--- src/rtl/masked_sbox_feeder_d1.sv ---
// Flow-control and randomness wrapper around a fixed-latency first-order masked Skinny S-box.
// Credit-based issue, in-flight tracking, output FIFO and a reseedable Galois LFSR for Fresh.
module masked_sbox_feeder_d1 #(
  parameter int          LAT       = 3,
  parameter int          DEPTH     = 4,
  parameter logic [31:0] SEED_INIT = 32'hACE12468
) (
  input  logic        clk,
  input  logic        rst_n,
  input  logic        in_valid,
  output logic        in_ready,
  input  logic [3:0]  in_s0,
  input  logic [3:0]  in_s1,
  input  logic        seed_valid,
  input  logic [31:0] seed,
  output logic        seed_ack,
  output logic [3:0]  SI_s0,
  output logic [3:0]  SI_s1,
  output logic [3:0]  Fresh,
  input  logic [3:0]  SO_s0,
  input  logic [3:0]  SO_s1,
  output logic        out_valid,
  input  logic        out_ready,
  output logic [3:0]  out_s0,
  output logic [3:0]  out_s1
);

  localparam int          PW        = (DEPTH > 1) ? $clog2(DEPTH) : 1;
  localparam int          CW        = $clog2(DEPTH + 1);
  localparam int          UW        = $clog2(DEPTH + LAT + 2);
  localparam logic [31:0] LFSR_MASK = 32'h80200003;

  typedef enum logic [1:0] {
    RUN    = 2'd0,
    DRAIN  = 2'd1,
    RESEED = 2'd2
  } state_t;

  state_t                 state_q, state_d;
  logic [31:0]            lfsr_q, lfsr_d, lfsr_adv;
  logic [LAT-1:0]         vld_sr_q, vld_sr_d;
  logic [DEPTH-1:0][7:0]  mem_q, mem_d;
  logic [PW-1:0]          wr_ptr_q, wr_ptr_d, rd_ptr_q, rd_ptr_d;
  logic [CW-1:0]          count_q, count_d;
  logic [UW-1:0]          used;
  logic                   issue, push, pop;

  function automatic logic [PW-1:0] next_ptr(input logic [PW-1:0] p);
    next_ptr = (p == PW'(DEPTH - 1)) ? '0 : p + 1'b1;
  endfunction

  // The entry popped this cycle frees its slot at the same edge, which keeps
  // sustained streaming at one item per cycle without risking FIFO overflow.
  always_comb begin
    used = UW'(count_q);
    for (int i = 0; i < LAT; i++) begin
      used = used + UW'(vld_sr_q[i]);
    end
    out_valid = (count_q != '0);
    pop       = out_valid && out_ready;
    push      = vld_sr_q[LAT-1];
    in_ready  = rst_n && (state_q == RUN) && !seed_valid &&
                ((used - UW'(pop)) < UW'(DEPTH));
    issue     = in_valid && in_ready;
    SI_s0     = issue ? in_s0 : 4'h0;
    SI_s1     = issue ? in_s1 : 4'h0;
    Fresh     = lfsr_q[3:0];
    out_s0    = out_valid ? mem_q[rd_ptr_q][3:0] : 4'h0;
    out_s1    = out_valid ? mem_q[rd_ptr_q][7:4] : 4'h0;
    vld_sr_d  = (vld_sr_q << 1) | LAT'(issue);
  end

  always_comb begin
    mem_d    = mem_q;
    wr_ptr_d = wr_ptr_q;
    rd_ptr_d = rd_ptr_q;
    count_d  = count_q;
    if (push) begin
      mem_d[wr_ptr_q] = {SO_s1, SO_s0};
      wr_ptr_d        = next_ptr(wr_ptr_q);
    end
    if (pop) begin
      rd_ptr_d = next_ptr(rd_ptr_q);
    end
    case ({push, pop})
      2'b10:   count_d = count_q + 1'b1;
      2'b01:   count_d = count_q - 1'b1;
      default: count_d = count_q;
    endcase
  end

  always_comb begin
    state_d  = state_q;
    lfsr_adv = {1'b0, lfsr_q[31:1]} ^ (lfsr_q[0] ? LFSR_MASK : 32'h0);
    lfsr_d   = lfsr_q;
    seed_ack = 1'b0;
    case (state_q)
      RUN: begin
        lfsr_d = lfsr_adv;
        if (seed_valid) state_d = DRAIN;
      end
      DRAIN: begin
        lfsr_d = lfsr_adv;
        if (vld_sr_q == '0) state_d = RESEED;
      end
      RESEED: begin
        seed_ack = 1'b1;
        lfsr_d   = (seed == 32'h0) ? 32'h1 : seed;
        state_d  = RUN;
      end
      default: state_d = RUN;
    endcase
  end

  always_ff @(posedge clk or negedge rst_n) begin
    if (!rst_n) begin
      state_q  <= RUN;
      lfsr_q   <= SEED_INIT;
      vld_sr_q <= '0;
      mem_q    <= '0;
      wr_ptr_q <= '0;
      rd_ptr_q <= '0;
      count_q  <= '0;
    end else begin
      state_q  <= state_d;
      lfsr_q   <= lfsr_d;
      vld_sr_q <= vld_sr_d;
      mem_q    <= mem_d;
      wr_ptr_q <= wr_ptr_d;
      rd_ptr_q <= rd_ptr_d;
      count_q  <= count_d;
    end
  end

endmodule

--- config.mk ---
export PLATFORM = sky130hd
export DESIGN_NAME = masked_sbox_feeder_d1
export DESIGN_NICKNAME = d
export VERILOG_FILES = /design/src/rtl/masked_sbox_feeder_d1.sv
export SDC_FILE = /design/constraint.sdc
export NUM_CORES = 1
export LEC_CHECK = 0
export BUFFER_PORTS_ARGS = -buffer_cell sky130_fd_sc_hd__buf_4
export CAP_MARGIN = 20
export CORE_MARGIN = 5
export CORE_UTILIZATION = 59
export CTS_CLUSTER_SIZE = 12
export DETAILED_ROUTE_END_ITERATION = 10
export PLACE_DENSITY = 0.85
export SLEW_MARGIN = 30
export SYNTH_ARGS = -nofsm -noshare
export SYNTH_HDL_FRONTEND = slang
export SYNTH_SLANG_ARGS = --single-unit
--- constraint.sdc ---
create_clock -name clk -period 4.8 [get_ports clk]
set_clock_uncertainty 0.1 [all_clocks]
set_input_delay 0.72 -clock clk [delete_from_list [all_inputs] [get_ports clk]]
set_output_delay 0.72 -clock clk [all_outputs]
set_load 0.05 [all_outputs]
# After elaboration in Yosys (flattened, before gate mapping)
# Index checks and enable logic that the tools add are counted.
# word_totals
reg_bits,76
latchBits,0
ramBits,0
romBits,0
in_bits,53
output_inout_bits,23
elab_cells,66
memories,0
# op_classes
addsub,8
mul,0
n_div,0
order_cmp,4
n_eq_ne,8
shift,0
muxes,19
bitwise,2
reduce_logical,15
# ops
operator,count
$mux 32,2
$pmux 32 s2,1
$bwmux 32,1
$logic_not 32->1,1
$xor 31x32->32,1
$bmux 8 s2,1
$demux 8 s2,1
$mux 4,4
$mux 8,2
$add 4x1->4,2
$eq 2x2->1 const B,4
$mux 2,4
$logic_and 1x1->1,6
$lt 2x3->1 const B,2
$pmux 3 s2,1
$add 2x1->2 const B,2
$add 3x1->4,1
$eq 2x1->1 const B,2
$lt 4x3->1 const B,1
$ne 2x2->1 const B,2
$pmux 2 s2,1
$reduce_bool 2->1,2
$sub 4x1->4,1
$add 3x1->3 const B,1
other kinds (10),10

# Logic depth before layout (Yosys ltp)
# Gate-level depths: netlist (run 1).
# logic_depth
depth_word,8
mapped_depth,10

# Worst setup path after synthesis (run 1)
# OpenSTA, ideal clock, no wires.
# synth_path
kind,register to output
startpoint,register count_q[0]
endpoint,output SI_s0[0]
arrival_time_ps,3123
setup_slack_ps,857
path_stages_with_launch,11
n_path_buf,0
cell_sequence,dfrtp_1 or3_4 nand2_2 or2_2 nand2_1 fa_1 ha_1 a31oi_1 nor4b_1 o21ai_1 nor2_1
# synth_between
elab_chain_len,8
word_cells_on_any_way,10
cone_classes,add/sub (4); order compare (1); mux (1); reduce/logical (4)
# synth_rtl
element,line,text
start: declaration,44,"logic [CW-1:0] count_q, count_d;"
start signal: assignment,131,count_q <= count_d;
$add 3x1->4,57,used = used + UW'(vld_sr_q[i]);
$add 4x1->4 (2 in a row),57,
$sub 4x1->4 *,63,((used - UW'(pop)) < UW'(DEPTH));
$lt 4x3->1 *,63,
$logic_and 1x1->1 *,62,in_ready = rst_n && (state_q == RUN) && !seed_valid &&
$logic_and 1x1->1 *,64,issue = in_valid && in_ready;
$mux 4 *,65,SI_s0 = issue ? in_s0 : 4'h0;
end: declaration,17,"output logic [3:0] SI_s0,"
# Mark *: on every way between the ends. The rest lies on a longest branch, timed or not.

# Worst setup path after layout (run 1)
# layout_path
startpoint,register count_q[0]
endpoint,output SI_s0[3]
# The elaborated chain is that of the path after synthesis.

==> results.md, run 1 <==
- Die area: 0.00822 mm^2
- Hold path depth: 0
- Routability cong.: 0.707
- Max IR drop VDD: 0.517 mV
- Critical Path End Type: output port
- Least-Margin Pin Slew: 0.669 ns
- Synth-to-layout area growth: 19.6%
- Initial core utilization: 0.604
- Post-CTS sizing: 0
- Fill cells: 453
- Max-slew violation count: 0
- Synthesized flop and latch total: 76
- Worst min path class: register to register
- Worst-Skew Late Latency: 0.35 ns
- Yosys warns: 0
- Post-route minimum period: 4.34 ns
- GRT Util Overall: 0.203
- NumNets Final: 456
- Drt pass-1 iters: 4
- Syn_nets: 389
- Initial antenna violation count: 0
- Async set-reset flop share out of synthesis: 1.00
- Rows: 29
- Largest net degree at the start of global routing: 77
- R2R setup slack: 1.68 ns
- Placed Cells: 458
- Distinct cell type count of the synthesized netlist: 43
- Synth Flop Type: dfrtp_1
- # DRC: 0
- Pwr dens: 658 mW/mm^2
- Status: completed
- Vias in the first global route: 2797
- WP data arrival: 3.52 ns
- Post-CTS Hold Buffers: 0
- Total Wirelength: 7.82 mm
- Syn Std Cell Area: 0.00384 mm^2
- Multi-input logic area: 0.00177 mm^2
- Pre-CTS WS: 0.858 ns
- Final worst slack: 0.465 ns
- Layout cell share with drive strength beyond 1: 0.403
- Synth area leader: dfrtp_1
- Crit start category: register
- Post-detail-place hpwl: 5.56 mm
- I/O pins: 76
- RSZ-0062 raised after global routing: false
- CTS sink cnt: 76
- Post-synthesis cell count: 325
- Die Width: 90.7 um
- DRT antenna net count: 0
- Die height: 90.7 um
- Register area: 0.00192 mm^2
- Post-synth EDFFs: 0
- CTS tree: done
- Worst EP required: 3.98 ns
- Share of the synthesized area in the top cell type: 0.411
- Max-cap check violation count: 0
- Period utilization: 0.903
- Post-Syn Area per Cell: 11.8 um^2
- Total CTS buffers: 9
- PortBufs: 75
- Grt total ovfl: 0
- CP max FO: 11
- Post-Layout Cell Count: 474
- Longest Clk Path Bufs: 2
- Vias: 2623
- Setup TNS: 0 ns
- Critical path class: register to output port
- Fin. Hold Viols: 0
- Top cells by area, synth: dfrtp_1, mux2_2, dfstp_2, mux2i_1, mux4_2
- DRT iter0 DRCs: 173
- N_diodes: 0
- Worst-path clk slew: 0.08 ns
- CTS root buf: clkbuf_8
- Lkg Pwr: 2.07 nW
- Routed len/inst: 16.5 um
- R2r worst-path depth: 10
- Post-synthesis sequential area ratio: 0.500
- Core Area: 0.00635 mm^2
- Vias/cell: 5.53
- Depth of the CTS H-tree: 3
- Relative slew margins: 0.554
- First-pass GRT wire length: 13.5 mm
- # setup viols final: 0
- Post-CTS setup buffers: 0
- Max Clock Freq: 0.231 GHz
==> synthesized netlist by cell type, types with 2 or more instances <==
master	instances
nor2_1	38
mux4_2	8
and4_1	3
buf_2	6
buf_1	4
inv_1	8
fa_1	2
xor2_1	3
buf_4	4
xnor2_1	2
a21oi_1	31
clkbuf_1	5
mux2_2	33
dfstp_2	13
or2_2	3
nand4_1	2
nand2_1	15
buf_6	2
mux2i_1	33
and2_1	8
dfrtp_1	63
ha_1	9
nor4_1	8
nor3_1	2
o21ai_0	2
==> worst paths after layout <==
kind                             startpoint     endpoint
worst min register to register  vld_sr_q[0]  vld_sr_q[1]
min in group asynchronous             rst_n    mem_q[19]
worst max register to register   count_q[0]  vld_sr_q[0]
max in group asynchronous             rst_n   state_q[0]
worst min-delay path            vld_sr_q[0]  vld_sr_q[1]
worst max-delay path             count_q[0]     SI_s0[3]
==> worst max-delay path, stage by stage, from the launching register on <==
cell	delay [ns]
dfrtp_1	0.44
or3_4	0.49
nand2_2	0.21
or2_2	0.16
nand2_1	0.06
fa_1	0.36
ha_1	0.28
a31oi_1	0.20
nor4b_1	0.37
or2_2	0.21
and4_1	0.19
buf_4	0.19
==> layer usage <==
metal	wire [um]	vias up	track usage	share of wire
met5	0	-	0	0
met4	140	0	0.0806	0.018
met3	414	12	0.0542	0.053
met2	3900	56	0.321	0.50
met1	3360	1271	0.265	0.43
li1	-	1284	-	-
==> cell families (layout without fill, tap and decap cells) <==
family | Yosys count | after routing | share of synthesized area
compound gates | 41 | 41 | 0.0613
xor+xnor | 6 | 6 | 0.0157
fa+ha+maj | 11 | 11 | 0.0398
simple gates | 88 | 88 | 0.115
flops | 76 | 76 | 0.500
buf+inv | 29 | 101 | 0.0381
mux | 74 | 74 | 0.230
==> where the power goes <==
part,total (mW),switching [mW],internal [mW]
Combinational,1.35,0.732,0.623
Sequential,1.21,0.260,0.948
Clock,0.458,0.252,0.205
==> flip-flops by register name, summed over array words and instances (netlist names) <==
| signal | count |
|---|---|
| lfsr_q | 32 |
| mem_q | 32 |
| count_q | 3 |
| vld_sr_q | 3 |
| rd_ptr_q | 2 |
| state_q | 2 |
| wr_ptr_q | 2 |
==> cell type report <==
class	count	area share
clock buffers	10	0.0300
clock inverters	6	0.0104
inverters	8	0.00654
multi-input cells	220	0.386
flip-flops and latches	76	0.419
well taps	77	0.0210
repair buffers	77	0.127
==> layout by cell type (no fill, tap or decap), types with 2 or more instances in the layout <==
master	count
dfstp_2	13
mux2i_1	33
fa_1	2
nor3_1	2
or2_2	3
nand4_1	2
nand2_1	15
and2_1	8
xnor2_1	2
clkinvlp_4	4
dfrtp_1	61
a21oi_1	31
inv_6	2
nor4_1	8
buf_4	76
o21ai_0	2
ha_1	9
mux2_2	33
clkbuf_8	10
inv_1	8
and4_1	3
mux4_2	8
nor2_1	38
xor2_1	3
==> per-stage QoR <==
step / instance area (um^2) / utilization / hold WS (ns) / total power, mW
after floorplan: 3840 / - / 0.275 / 2.25
after global placement: 4400 / 0.693 / 0.303 / 2.53
after detailed placement: 4400 / 0.693 / 0.303 / 2.59
after CTS: 4580 / 0.722 / 0.325 / 3.05
after global routing: 4590 / 0.723 / 0.342 / 3.25
final: 4590 / 0.723 / 0.329 / 3.02
Note: power is estimated with default switching activity, not from simulation.
==> inputs of run 2 (changes only) <==
- CORE_UTILIZATION: 59 -> 55
- PLACE_DENSITY: 0.85 -> 0.8
- clock period: 4.8 -> 4.6 ns (I/O delays scaled with it)
==> run 2 against run 1 <==
- final area grew 2.2%
- critical path depth is the same
- utilization shrank 3.2 points
- register-to-register slack lost 0.13 ns
- sequential share of layout area shrank 0.96 points
- sequential power is essentially flat
- combinational power grew 9.6%
- global-route usage shrank 1.2 points
- via count shrank 0.34%
- worst hold slack lost 0.24 ns
- routed wire length shrank 1.5%
- critical path type unchanged
- highest routed layer unchanged
==> results.md, run 2 (same netlist as run 1, synthesis figures left out) <==
- Status: completed
- Routed len/inst: 15.6 um (-5.5%)
- Initial antenna violation count: 0 (unchanged)
- Worst-path clk slew: 0.08 ns (about the same)
- Routability cong.: 0.785 (+11%)
- Fill cells: 521 (+15%)
- # setup viols final: 0 (unchanged)
- Min Hold Slack: 0.0860 ns (-0.243 ns)
- CTS root buf: clkbuf_8
- Total CTS buffers: 9 (unchanged)
- Setup TNS: 0 ns (unchanged)
- DRT iter0 DRCs: 101 (-42%)
- Largest net degree at the start of global routing: 68 (-12%)
- Critical Path End Type: output port
- Lkg Pwr: 2.12 nW (+2.4%)
- CTS tree: done
- Rows: 30 (+3.4%)
- Worst EP required: 3.81 ns (-0.17 ns)
- Pwr dens: 706 mW/mm^2 (+7.3%)
- DRT antenna net count: 0 (unchanged)
- First-pass GRT wire length: 13.0 mm (-3.5%)
- Relative slew margins: 0.482 (-0.0725)
- Post-CTS Hold Buffers: 0 (unchanged)
- WP data arrival: 3.47 ns (-0.05 ns)
- I/O pins: 76 (unchanged)
- Synth-to-layout area growth: 22.2%
- CP max FO: 11 (unchanged)
- Vias/cell: 5.29 (-4.4%)
- Critical path class: register to output port
- NumNets Final: 457 (+0.22%)
- N_diodes: 0 (unchanged)
- Max-cap check violation count: 0 (unchanged)
- Crit start category: register
- Post-CTS sizing: 0 (unchanged)
- # DRC: 0 (unchanged)
- PortBufs: 75 (unchanged)
- Slowest cell on crit path: or3_4
- Post-route minimum period: 4.26 ns
- Fin. Hold Viols: 0 (unchanged)
- CTS sink cnt: 76 (unchanged)
- Crit-path max cell delay: 0.47 ns (-0.02 ns)
- RSZ-0062 raised after global routing: false
- Initial core utilization: 0.565 (-0.0395)
- Max IR drop VDD: 0.521 mV (+0.92%)
- Max Clock Freq: 0.235 GHz
- Grt total ovfl: 0 (unchanged)
- Worst-Skew Late Latency: 0.34 ns (about the same)
- Die area: 0.00875 mm^2 (+6.5%)
- Vias: 2614 (-0.34%)
- Depth of the CTS H-tree: 3 (unchanged)
- Core Area: 0.00679 mm^2 (+7.0%)
- Post-detail-place hpwl: 5.37 mm (-3.4%)
- Drt pass-1 iters: 5 (+1)
- Top Registers: lfsr_q: 32 flops, mem_q: 32 flops
- Vias in the first global route: 2713 (-3.0%)
- Post-CTS setup buffers: 0 (unchanged)
- Max-slew violation count: 0 (unchanged)
- GRT Util Overall: 0.191 (-0.0122)
- Die height: 93.5 um (+3.2%)
- Period utilization: 0.926
- Total Wirelength: 7.70 mm (-1.5%)
- Layout cell share with drive strength beyond 1: 0.402 (-0.00101)
- Worst min path class: input port to async pin
- Least-Margin Pin Slew: 0.777 ns (+0.109 ns)
- Commonest non-fill, non-tap cell in the layout: buf_4
- Critical path, cell by cell: or3_4 -> nand2_2 -> or2_2 -> nand2_1 -> fa_1 -> ha_1 -> a31oi_1 -> nor4b_1 -> o21ai_1 -> nor2_1 -> buf_4
- Most frequent cells in the layout: buf_4, dfrtp_1, nor2_1, mux2i_1, mux2_2
- Longest Clk Path Bufs: 2 (unchanged)
- Die Width: 93.5 um (+3.2%)
## run 2: per-stage QoR
| step | util | instance area [um^2] | worst slack (ns) | total power [mW] | instances |
|---|---|---|---|---|---|
| after floorplan | - | 3840 | 0.687 | 2.35 | 325 |
| after global placement | 0.651 | 4420 | 0.805 | 2.64 | 477 |
| after detailed placement | 0.651 | 4420 | 0.704 | 2.70 | 477 |
| after CTS | 0.687 | 4670 | 0.326 | 3.34 | 493 |
| after global routing | 0.690 | 4690 | 0.0171 | 3.56 | 494 |
| final | 0.690 | 4690 | 0.340 | 3.31 | 494 |
## run 2: path summary, 6_finish.rpt
check,startpoint,endpoint,slack [ns],cells after the start
worst max-delay path,count_q[0],SI_s0[0],0.34,11
worst min-delay path,rst_n,mem_q[1],0.09,1
worst max register to register,count_q[0],vld_sr_q[0],1.55,10
worst min register to register,vld_sr_q[1],vld_sr_q[2],0.33,0
max in group asynchronous,rst_n,state_q[1],3.25,2
min in group clk,vld_sr_q[1],vld_sr_q[2],0.33,0
## run 2: cell type report
cell class                      count  area (um^2)  area share
Sequential cell                    76         1920       0.409
Multi-Input combinational cell    220         1770       0.378
Timing Repair Buffer               78          598       0.128
Clock buffer                       11          141      0.0301
Tap cell                           96          120      0.0256
Clock inverter                      5          108      0.0229
Inverter                            8         30.0     0.00640
## run 2: critical path: cells and delay by family (launching register included)
kind / cells / cell delay (ns)
AO/OA/AOI/OAI: 2 / 0.44
adder cells (fa/ha/maj): 2 / 0.65
buffers and inverters: 1 / 0.21
flip-flops: 1 / 0.43
AND/OR/NAND/NOR: 6 / 1.39
## run 2: report_power, final
| group | total (mW) | switching (mW) | internal [mW] |
|---|---|---|---|
| Combinational | 1.48 | 0.813 | 0.663 |
| Sequential | 1.22 | 0.227 | 0.988 |
| Clock | 0.621 | 0.243 | 0.379 |
| Total | 3.31 | 1.28 | 2.03 |
## run 2: layer usage
| metal | wire length, um | track usage |
|---|---|---|
| met1 | 3390 | 0.261 |
| met2 | 3800 | 0.295 |
| met5 | 0 | 0 |
| met3 | 367 | 0.0483 |
| met4 | 135 | 0.0698 |
==> inputs of run 3 (changes only) <==
- ABC_AREA: default -> 1
==> run 3 against run 2 <==
- final cell count increased by 28%
- clock power decreased by 17%
- area after synthesis increased by 0.26%
- largest power group unchanged
- sequential power about the same
- largest cell class unchanged
==> results.md, run 3 <==
- Longest Clk Path Bufs: 2 (unchanged)
- N_diodes: 0 (unchanged)
- Synthesized flop and latch total: 76 (unchanged)
- Synth Flop Type: dfrtp_1
- Power Total: 3.20 mW (-3.6%)
- Largest net degree at the start of global routing: 76 (+12%)
- Relative slew margins: 0.567 (+0.0852)
- Period utilization: 0.797 (-0.129)
- CTS tree: done
- Yosys warns: 0 (unchanged)
- Rows: 30 (unchanged)
- Post-Syn Area per Cell: 8.29 um^2 (-30%)
- Syn_nets: 528 (+36%)
- Critical path class: register to output port
- Post-Place Cell Area: 0.00442 mm^2 (about the same)
- Post-synth EDFFs: 0 (unchanged)
- Routed len/inst: 13.2 um (-15%)
- Max-slew violation count: 0 (unchanged)
- Fin. Hold Viols: 0 (unchanged)
- Synth area leader: dfrtp_1
- Crit-path max cell delay: 0.43 ns (-0.04 ns)
- Critical Path End Type: output port
- Vias: 3212 (+23%)
- Worst-path clk slew: 0.08 ns (about the same)
- Max Clock Freq: 0.273 GHz (+16%)
- Post-route minimum period: 3.67 ns (-0.594 ns)
- # DRC: 0 (unchanged)
- Top cells by count, synth: nand2_1, inv_1, dfrtp_1
- Die area: 0.00877 mm^2 (+0.24%)
- Synth-to-layout area growth: 20.4%
- Post-CTS setup buffers: 0 (unchanged)
- DRT iter0 DRCs: 156 (+54%)
- Placed Cells: 614 (+29%)
- Die height: 93.6 um (+0.12%)
- Crit-path most repeated cell: nand2_1
- Top Registers: lfsr_q: 32 flops, mem_q: 32 flops
- PortBufs: 75 (unchanged)
- WP data arrival: 2.88 ns (-0.59 ns)
- Top cells by area, synth: dfrtp_1, nand2_1, dfstp_2, o21ai_0, o221ai_1
- Final Instance Area: 0.00463 mm^2 (-1.2%)
- Die Width: 93.6 um (+0.12%)
- Commonest non-fill, non-tap cell in the layout: nand2_1
- NumNets Final: 593 (+30%)
- Initial antenna violation count: 0 (unchanged)
- Lkg Pwr: 2.32 nW (+9.7%)
- Core Area: 0.00679 mm^2 (unchanged)
- Layout cell share with drive strength beyond 1: 0.236 (-0.166)
- Slowest cell on crit path: dfrtp_1
- Initial core utilization: 0.566 (+0.00147)
- CTS sink cnt: 76 (unchanged)
- RSZ-0062 raised after global routing: false
- Critical path, cell by cell: inv_1 -> nand3_2 -> nand2_1 -> or2_2 -> nand2_1 -> fa_1 -> ha_1 -> a21oi_1 -> nand2_1 -> nand2_1 -> nand2_1 -> nor2_4 -> nand2_4 -> nor2_2 -> buf_4
- Post-synthesis cell count: 464 (+43%)
- Status: completed
- Least-Margin Pin Slew: 0.649 ns (-0.128 ns)
- First-pass GRT wire length: 14.5 mm (+12%)
- Async set-reset flop share out of synthesis: 1.00 (unchanged)
- Pwr dens: 690 mW/mm^2 (-2.4%)
- DRT antenna net count: 0 (unchanged)
- Worst-Skew Late Latency: 0.34 ns (about the same)
- Total Wirelength: 8.31 mm (+7.9%)
- Distinct cell type count of the synthesized netlist: 31 (-28%)
- Syn Std Cell Area: 0.00385 mm^2 (+0.26%)
- Post-Layout Cell Count: 630 (+28%)
- Post-detail-place hpwl: 5.93 mm (+10%)
- Grt total ovfl: 0 (unchanged)
- Drt pass-1 iters: 4 (-1)
- Min Hold Slack: 0.0385 ns (-0.0475 ns)
- Share of the synthesized area in the top cell type: 0.410 (-0.00107)
- Post-CTS Hold Buffers: 0 (unchanged)
- Routability cong.: 0.788 (+0.41%)
- Crit start category: register
- Count leader, synth: nand2_1
- Max IR drop VDD: 0.275 mV (-47%)
- Post-layout util: 0.682 (-0.00847)
- Post-CTS sizing: 0 (unchanged)
- Final worst slack: 0.934 ns (+0.594 ns)
- Total CTS buffers: 9 (unchanged)
- Vias in the first global route: 3178 (+17%)
- Worst min path class: input port to async pin
- Max-cap check violation count: 0 (unchanged)
- I/O pins: 76 (unchanged)
- Depth of the CTS H-tree: 3 (unchanged)
- CTS root buf: clkbuf_8
- # setup viols final: 0 (unchanged)
- GRT Util Overall: 0.209 (+0.0185)
- Most frequent cells in the layout: nand2_1, buf_4, inv_1, dfrtp_1, nor2_1
- Vias/cell: 5.10 (-3.6%)
- Pre-CTS WS: 1.18 ns (+0.472 ns)
- CP max FO: 9 (-2)
- Post-synthesis sequential area ratio: 0.499 (-0.00130)
- Worst EP required: 3.81 ns (about the same)
- R2r worst-path depth: 13 (+3)
- Setup TNS: 0 ns (unchanged)
run 3: cell types whose count changed after synthesis, moves of 5 or more:
cell      change
nor4_1        -8
nand2_1      +86
inv_1        +57
mux2_2       -33
nor2_1       +20
o21ai_0      +55
mux2i_1      -33
nor2_2       +10
nand3_1       +5
and2_1        -8
mux4_2        -8
a21oi_1      -19
o221ai_1     +29
run 3: final cells by class:
cell class | count | area [um^2]
clock buffers | 13 | 159
multi-input cells | 296 | 1540
repair buffers | 77 | 582
fillers | 573 | 2160
clock inverters | 3 | 45.0
flip-flops and latches | 76 | 1920
well taps | 96 | 120
inverters | 69 | 264
run 3: cells by family after synthesis:
kind of cell    share of synthesized area
flops                               0.499
fa+ha+maj                          0.0397
compound gates                      0.160
buf+inv                             0.101
xor+xnor                          0.00455
simple gates                        0.197
run 3: critical path, delay by kind of cell, from the launching register on:
family,cells,cell delay (ns)
AO/OA/AOI/OAI,1,0.20
adder cells (fa/ha/maj),2,0.60
buffers and inverters,2,0.34
flip-flops,1,0.43
AND/OR/NAND/NOR,10,0.96
run 3: power breakdown:
group | total [mW] | switching (mW) | leakage (nW) | internal, mW
Clock | 0.517 | 0.236 | 0.0959 | 0.281
Combinational | 1.48 | 0.960 | 1.39 | 0.519
Sequential | 1.20 | 0.205 | 0.839 | 0.994
run 3: worst paths after layout:
path	startpoint	to	slack [ns]
worst max register to register	count_q[0]	vld_sr_q[0]	2.14
min in group clk	vld_sr_q[1]	vld_sr_q[2]	0.33
max in group asynchronous	rst_n	state_q[1]	3.52
worst min-delay path	rst_n	state_q[0]	0.04
worst min register to register	vld_sr_q[1]	vld_sr_q[2]	0.33
worst max-delay path	count_q[0]	SI_s1[0]	0.93
run 3: routing by layer:
metal | global-route usage | vias to the layer above | wire, um
met5 | 0 | - | 0
met4 | 0.0626 | 0 | 81
met3 | 0.0547 | 10 | 413
met2 | 0.342 | 81 | 4200
met1 | 0.274 | 1503 | 3610
li1 | - | 1618 | -
